==> src/rtl/jam_pkg.sv <==
// jam_pkg: shared constants, state encoding and small helpers for the
// 8-worker / 8-job assignment evaluation datapath.
//   N_WORK   workers (and jobs) per permutation
//   COST_W   width of one cost-table entry
//   SUM_W    width of an accumulated permutation total
//   CNT_W    width of the saturating match counter
//   K_W      width of a worker/job index
//   SUM_INIT start value of the running minimum (above any reachable sum)
package jam_pkg;

  localparam int N_WORK = 8;
  localparam int COST_W = 7;
  localparam int SUM_W  = 10;
  localparam int CNT_W  = 4;
  localparam int K_W    = 3;
  localparam int PERM_W = N_WORK * K_W;

  localparam logic [SUM_W-1:0] SUM_INIT = 10'h3FF;
  localparam logic [CNT_W-1:0] CNT_MAX  = 4'hF;
  localparam logic [K_W-1:0]   K_LAST   = 3'd7;

  typedef enum logic [2:0] {
    IDLE      = 3'd0,
    WAIT_PERM = 3'd1,
    FETCH     = 3'd2,
    DRAIN     = 3'd3,
    CMP       = 3'd4,
    DONE      = 3'd5
  } jam_state_e;

  // Job assigned to worker k inside a packed permutation.
  function automatic logic [K_W-1:0] perm_job(input logic [PERM_W-1:0] perm,
                                              input logic [K_W-1:0]    k);
    perm_job = perm[int'(k) * K_W +: K_W];
  endfunction

  // Increment that sticks at the counter maximum instead of wrapping.
  function automatic logic [CNT_W-1:0] sat_inc(input logic [CNT_W-1:0] c);
    if (c == CNT_MAX) begin
      sat_inc = c;
    end else begin
      sat_inc = c + {{(CNT_W-1){1'b0}}, 1'b1};
    end
  endfunction

endpackage

==> src/rtl/jam_min_tracker.sv <==
// jam_min_tracker: running-minimum tracker with a saturating tie counter.
// Ports:
//   CLK, RST     clock, asynchronous active-high reset
//   init         reload minimum to SUM_INIT and clear the count
//   cmp_en       score 'sum' against the current minimum this cycle
//   sum          candidate total
//   min_cost     smallest total seen since the last init
//   match_count  number of candidates equal to min_cost (saturates at 15)
module jam_min_tracker
  import jam_pkg::*;
(
  input  logic             CLK,
  input  logic             RST,
  input  logic             init,
  input  logic             cmp_en,
  input  logic [SUM_W-1:0] sum,
  output logic [SUM_W-1:0] min_cost,
  output logic [CNT_W-1:0] match_count
);

  logic [SUM_W-1:0] min_cost_r;
  logic [CNT_W-1:0] cnt_r;
  logic [SUM_W-1:0] min_nx_s;
  logic [CNT_W-1:0] cnt_nx_s;

  // Next minimum/count: init wins, then a strictly smaller sum restarts the
  // count at one, an equal sum extends it.
  always_comb begin
    min_nx_s = min_cost_r;
    cnt_nx_s = cnt_r;
    if (init) begin
      min_nx_s = SUM_INIT;
      cnt_nx_s = {CNT_W{1'b0}};
    end else if (cmp_en) begin
      if (sum < min_cost_r) begin
        min_nx_s = sum;
        cnt_nx_s = {{(CNT_W-1){1'b0}}, 1'b1};
      end else if (sum == min_cost_r) begin
        min_nx_s = min_cost_r;
        cnt_nx_s = sat_inc(cnt_r);
      end else begin
        min_nx_s = min_cost_r;
        cnt_nx_s = cnt_r;
      end
    end else begin
      min_nx_s = min_cost_r;
      cnt_nx_s = cnt_r;
    end
  end

  // Minimum and count registers.
  always_ff @(posedge CLK or posedge RST) begin
    if (RST) begin
      min_cost_r <= SUM_INIT;
      cnt_r      <= {CNT_W{1'b0}};
    end else begin
      min_cost_r <= min_nx_s;
      cnt_r      <= cnt_nx_s;
    end
  end

  assign min_cost    = min_cost_r;
  assign match_count = cnt_r;

endmodule

==> src/rtl/jam_eval_ctrl.sv <==
// jam_eval_ctrl: scores permutations of the 8x8 assignment problem.
// Each accepted permutation is costed by eight cost-table reads (W = worker,
// J = assigned job), the costs are summed, and the sum is folded into the
// running minimum / tie count. The round ends after the permutation flagged
// with perm_last; results are then held with Valid until the next start.
// Ports:
//   CLK, RST                      clock, asynchronous active-high reset
//   start                         one-cycle pulse, begins a round (IDLE/DONE only)
//   perm_valid/perm_ready         permutation handshake
//   perm_data[23:0]               job of worker k in bits [3k+2:3k]
//   perm_last                     marks the final permutation of the round
//   rd_en, W, J                   cost-table read request
//   Cost                          read data, one cycle after rd_en
//   MinCost, MatchCount, Valid    round result
//   busy                          round in progress
module jam_eval_ctrl
  import jam_pkg::*;
(
  input  logic              CLK,
  input  logic              RST,
  input  logic              start,
  input  logic              perm_valid,
  output logic              perm_ready,
  input  logic [PERM_W-1:0] perm_data,
  input  logic              perm_last,
  output logic              rd_en,
  output logic [K_W-1:0]    W,
  output logic [K_W-1:0]    J,
  input  logic [COST_W-1:0] Cost,
  output logic [SUM_W-1:0]  MinCost,
  output logic [CNT_W-1:0]  MatchCount,
  output logic              Valid,
  output logic              busy
);

  jam_state_e        state_r, state_nx_s;
  logic [K_W-1:0]    k_r, k_nx_s;
  logic [PERM_W-1:0] perm_r, perm_nx_s;
  logic              last_r, last_nx_s;
  logic [SUM_W-1:0]  acc_r, acc_nx_s;
  logic              valid_r, valid_nx_s;
  logic              perm_ready_r;
  logic              rd_en_r;
  logic              rd_dly_r;
  logic [K_W-1:0]    w_r;
  logic [K_W-1:0]    j_r;
  logic              busy_r;
  logic              init_s;
  logic              cmp_en_s;

  // Next state, datapath updates and tracker strobes.
  always_comb begin
    state_nx_s = state_r;
    k_nx_s     = k_r;
    perm_nx_s  = perm_r;
    last_nx_s  = last_r;
    valid_nx_s = valid_r;
    init_s     = 1'b0;
    cmp_en_s   = 1'b0;
    // Cost returns one cycle after its read, so the add follows the delayed
    // strobe; this is what makes DRAIN pick up the k = 7 entry.
    if (rd_dly_r) begin
      acc_nx_s = acc_r + {{(SUM_W-COST_W){1'b0}}, Cost};
    end else begin
      acc_nx_s = acc_r;
    end

    case (state_r)
      IDLE, DONE: begin
        if (start) begin
          state_nx_s = WAIT_PERM;
          init_s     = 1'b1;
          valid_nx_s = 1'b0;
        end else begin
          state_nx_s = state_r;
        end
      end
      WAIT_PERM: begin
        if (perm_valid && perm_ready_r) begin
          state_nx_s = FETCH;
          perm_nx_s  = perm_data;
          last_nx_s  = perm_last;
          acc_nx_s   = {SUM_W{1'b0}};
          k_nx_s     = {K_W{1'b0}};
        end else begin
          state_nx_s = WAIT_PERM;
        end
      end
      FETCH: begin
        k_nx_s = k_r + {{(K_W-1){1'b0}}, 1'b1};
        if (k_r == K_LAST) begin
          state_nx_s = DRAIN;
        end else begin
          state_nx_s = FETCH;
        end
      end
      DRAIN: begin
        state_nx_s = CMP;
      end
      CMP: begin
        cmp_en_s = 1'b1;
        if (last_r) begin
          state_nx_s = DONE;
          valid_nx_s = 1'b1;
        end else begin
          state_nx_s = WAIT_PERM;
        end
      end
      default: begin
        state_nx_s = IDLE;
      end
    endcase
  end

  // State and datapath registers.
  always_ff @(posedge CLK or posedge RST) begin
    if (RST) begin
      state_r  <= IDLE;
      k_r      <= {K_W{1'b0}};
      perm_r   <= {PERM_W{1'b0}};
      last_r   <= 1'b0;
      acc_r    <= {SUM_W{1'b0}};
      valid_r  <= 1'b0;
      rd_dly_r <= 1'b0;
    end else begin
      state_r  <= state_nx_s;
      k_r      <= k_nx_s;
      perm_r   <= perm_nx_s;
      last_r   <= last_nx_s;
      acc_r    <= acc_nx_s;
      valid_r  <= valid_nx_s;
      rd_dly_r <= rd_en_r;
    end
  end

  // Outputs registered from the next state so each matches the state it
  // belongs to without a decode stage after the flops.
  always_ff @(posedge CLK or posedge RST) begin
    if (RST) begin
      perm_ready_r <= 1'b0;
      rd_en_r      <= 1'b0;
      w_r          <= {K_W{1'b0}};
      j_r          <= {K_W{1'b0}};
      busy_r       <= 1'b0;
    end else begin
      perm_ready_r <= (state_nx_s == WAIT_PERM);
      rd_en_r      <= (state_nx_s == FETCH);
      busy_r       <= (state_nx_s != IDLE) && (state_nx_s != DONE);
      if (state_nx_s == FETCH) begin
        w_r <= k_nx_s;
        j_r <= perm_job(perm_nx_s, k_nx_s);
      end else begin
        w_r <= {K_W{1'b0}};
        j_r <= {K_W{1'b0}};
      end
    end
  end

  jam_min_tracker u_min_tracker (
    .CLK         (CLK),
    .RST         (RST),
    .init        (init_s),
    .cmp_en      (cmp_en_s),
    .sum         (acc_r),
    .min_cost    (MinCost),
    .match_count (MatchCount)
  );

  assign perm_ready = perm_ready_r;
  assign rd_en      = rd_en_r;
  assign W          = w_r;
  assign J          = j_r;
  assign Valid      = valid_r;
  assign busy       = busy_r;

endmodule

==> config.mk <==
export PLATFORM = sky130hd
export DESIGN_NAME = jam_eval_ctrl
export DESIGN_NICKNAME = d
export VERILOG_FILES = /design/src/rtl/jam_pkg.sv /design/src/rtl/jam_min_tracker.sv /design/src/rtl/jam_eval_ctrl.sv
export SDC_FILE = /design/constraint.sdc
export NUM_CORES = 1
export LEC_CHECK = 0
export BUFFER_PORTS_ARGS = -buffer_cell sky130_fd_sc_hd__buf_2
export CAP_MARGIN = 20
export CORE_MARGIN = 5
export CORE_UTILIZATION = 50
export DETAILED_ROUTE_END_ITERATION = 6
export PLACE_DENSITY = 0.71
export SYNTH_ARGS = -nofsm -noshare
export SYNTH_HDL_FRONTEND = slang
export SYNTH_SLANG_ARGS = --single-unit
==> constraint.sdc <==
create_clock -name CLK -period 2.12 [get_ports CLK]
set_input_delay 0 -clock CLK [delete_from_list [all_inputs] [get_ports CLK]]
set_output_delay 0 -clock CLK [all_outputs]
set_load 0.01 [all_outputs]
==> flow_metrics.py <==
metrics = {
    "worst_setup_path": {
        "max_stage_delay_ns": 0.55,
        "crit_chain": "inv_2 -> ha_4 -> nor2b_4 -> o21ai_2 -> a21oi_2 -> o31a_1 -> clkbuf_16 -> nor4_2 -> o21ai_1",
        "critPathSlowestCell": "dfstp_2",
        "worst-endpoint-arrival_ns": 2.39,
        "cp_max_fo": 6,
        "cp_num_buf_inv": 2,
        "cp_data_required_time_ns": 2.39,
        "crit_path_end_kind": "flop",
        "critPathLaunchType": "flop",
        "path_class": "flop to flop",
        "cp_top_family": "compound AO/OA/AOI/OAI gates",
    },
    "status": {
        "outcome": "finished clean",
    },
    "pwr": {
        "p_clk_share_pct": 18.5,
        "p_int_mw": 3.909,
        "seq_power_share_pct": 32.4,
        "leakage_nw": 2.480,
        "ir_drop_uv": 650.8,
        "switchingPower_mw": 2.661,
        "sw_frac_of_total_pct": 40.50,
        "comb_power_share_pct": 49.1,
        "p_per_area_mw_per_mm2": 1307,
    },
    "cells_and_area": {
        "final_nets": 555,
        "drive_gt1_share_pct": 34.59,
        "instances_no_fill": 602,
        "finish.utilization_pct": 70.03,
        "antenna_cells": 0,
        "nFillCells": 522,
        "area_growth_pct": 37.96,
        "final_common_cell": "nand2_1",
        "mostFrequentLayoutCells": "nand2_1, buf_2, dfrtp_1",
        "final_area_mm2": 0.005025,
    },
    "sta": {
        "max_freq_ghz": 0.4720,
        "setup_viol": 0,
        "tightestPinTransition_ns": 0.5922,
        "period_share_pct": 99.93,
        "setup_tns_ns": 0,
        "rsz0062_at_grt": "yes",
        "hold_viol_final": 0,
        "clock_skew_ns": 0.01080,
        "slew_violations": 0,
        "post-route-min-period_ns": 2.118,
        "slew_headroom_pct": 60.38,
    },
    "drt": {
        "drcViolationCount": 0,
        "vias": 3325,
        "wirelength_um": 9420,
        "viasPerCell": 5.523,
        "ant_nets": 0,
        "drtPass1Iterations": 7,
        "drt_iter0_drc": 183,
        "avgRoutedWirePerCell_um": 15.65,
    },
    "floorplanning": {
        "io_pins": 60,
        "die_w_um": 95.35,
        "start_util_pct": 50.76,
        "num_rows": 31,
        "die_y_um": 95.35,
        "die_area_mm2": 0.009092,
        "design.core.area_mm2": 0.007176,
    },
    "cts": {
        "numCtsBuffers": 9,
        "clk_latency_ns": 0.35,
        "clockBufferDepth": 2,
        "cts_root_buffer": "clkbuf_8",
        "cts.clk_slew.worst_paths_ns": 0.09,
        "cts_tree": "built",
        "htreeDepth": 3,
        "cts_num_sinks": 66,
    },
    "synthesis": {
        "ys_types": 54,
        "postSynthCellCount": 383,
        "ys_seq_elements": 66,
        "yosysSeqAreaShare_pct": 45.69,
        "yosys_most_used_dff": "dfrtp_1",
        "synthArstFlopShare_pct": 100.0,
        "synth_nets": 440,
        "synth_enable_flop_cells": 0,
        "synth.cell_area_mm2": 0.003642,
        "synth_area_per_cell_um2": 9.510,
        "ys_warn_count": 0,
    },
    "global_route": {
        "grt.total_usage_pct": 21.13,
        "overflow": 0,
        "antenna_found_initial": 0,
        "grt_pass1_vias": 3204,
        "grt_max_degree": 42,
        "grt_pass1_wl_um": 14990,
    },
    "place": {
        "place_inst": 554,
        "gp_congestion": 0.8109,
        "hpwlAfterDp_um": 6004,
        "place_area_mm2": 0.004227,
        "io_buffers": 59,
    },
    "worst_hold_path": {
        "hold_path_class": "primary input to flop",
    },
    "run": {
        "maxCapViolCount": 0,
    },
}
-- cell usage after synthesis, types with 3 or more instances --
cell type	n	area [um2]
dfrtp_1	56	1401
nand2_1	89	334.1
inv_1	22	82.58
a21oi_1	17	85.08
clkbuf_1	10	37.54
nor2b_1	5	31.28
nand4_1	4	25.02
o22a_2	3	30.03
nor2_1	17	63.81
mux4_2	3	67.56
mux2i_1	12	120.1
o21ai_0	16	80.08
a31oi_1	11	68.82
buf_2	3	15.01
ha_1	20	250.2
nand2b_1	3	18.77
nor4_1	12	75.07
nor3b_1	3	22.52
o22ai_1	5	31.28
dfstp_2	10	262.8
buf_6	3	33.78
nand3_1	7	35.03
nor3_1	3	15.01
a21o_1	6	45.04
a211oi_1	4	30.03
xnor2_1	4	35.03
and3_1	4	25.02
-- power groups by stage --
stage	Clock (mW)	Sequential (mW)	Combinational, mW
floorplan	0	2.13	1.97
global placement	0	2.10	2.74
detailed placement	0	2.12	2.82
CTS	1.23	2.10	2.91
global route	1.28	2.18	3.58
finish	1.22	2.13	3.23
-- routing by layer --
metal  global-route usage (%)  routed length, um
met1                    28.27               4073
met2                    34.40               4778
met3                    2.999                396
met4                    8.774                172
met5                        0                  0
-- state kept, by name, indices dropped and copies added, names as in the netlist, 3 cells and up --
name and cells:
perm_r 24, J 3, k_r 3, u_min_tracker.min_cost 10, W 3, state_r 3, u_min_tracker.match_count 4, acc_r 10
-- worst paths after layout --
kind | start | end | slack, ns | cells after the start
setup / recovery | u_min_tracker.min_cost[1] | u_min_tracker.min_cost[0] | 0.002 | 9
hold / removal | Cost[0] | acc_r[0] | 0.02 | 4
setup reg to reg | u_min_tracker.min_cost[1] | u_min_tracker.min_cost[0] | 0.002 | 9
hold reg to reg | rd_en | rd_dly_r | 0.40 | 0
max in group asynchronous | RST | u_min_tracker.min_cost[9] | 1.20 | 4
min in group asynchronous | RST | perm_ready | 0.24 | 3
-- per-stage QoR --
step	hold slack (ns)	setup slack [ns]	power, mW
6_report	0.02258	0.001510	6.570
5_1_grt	0.08207	-0.1130	7.044
4_1_cts	0.02798	-0.006751	6.245
3_5_place_dp	0.08366	-0.04849	4.941
3_3_place_gp	0.07713	0.04728	4.840
2_1_floorplan	0.1054	0.02051	4.095
-- worst register-to-register path, delay by kind of cell, from the launching register on --
family,cells,cell delay [ns]
AOI/OAI and AO/OA,4,0.69
adders and majority gates,1,0.21
buffers and inverters,2,0.24
DFF,1,0.55
and+or+nand+nor,2,0.34
-- cells by family (layout without fill, tap and decap cells) --
group                      count (synthesis)  in the layout  synth area share [%]
and+or+nand+nor                          159            159                 21.40
buffers and inverters                     38            158                 4.638
adders and majority gates                 21             21                 7.420
DFF                                       66             66                 45.69
AOI/OAI and AO/OA                         79             79                 14.50
muxes                                     15             15                 5.153
xor gates and xnor gates                   5              5                 1.202
-- area by class of cell --
class,instances,area (um2),area share [%]
multi-input cells,279,2056,40.91
flip-flops and latches,66,1667,33.17
repair buffers,120,872.1,17.36
clock buffers,9,123.9,2.465
well taps,99,123.9,2.465
clock inverters,7,100.1,1.992
inverters,22,82.58,1.643
-- what timing repair did --
item | CTS | global route
hold buffers | 26 | 0
endpoints found under the hold margin | 50 | 0
buffers inserted | 0 | 5
cloned | 0 | 1
endpoints found under the setup margin | 11 | 21
pin swaps | 0 | 26
resized for setup | 11 | 45
(Power assumes the default switching activity.)
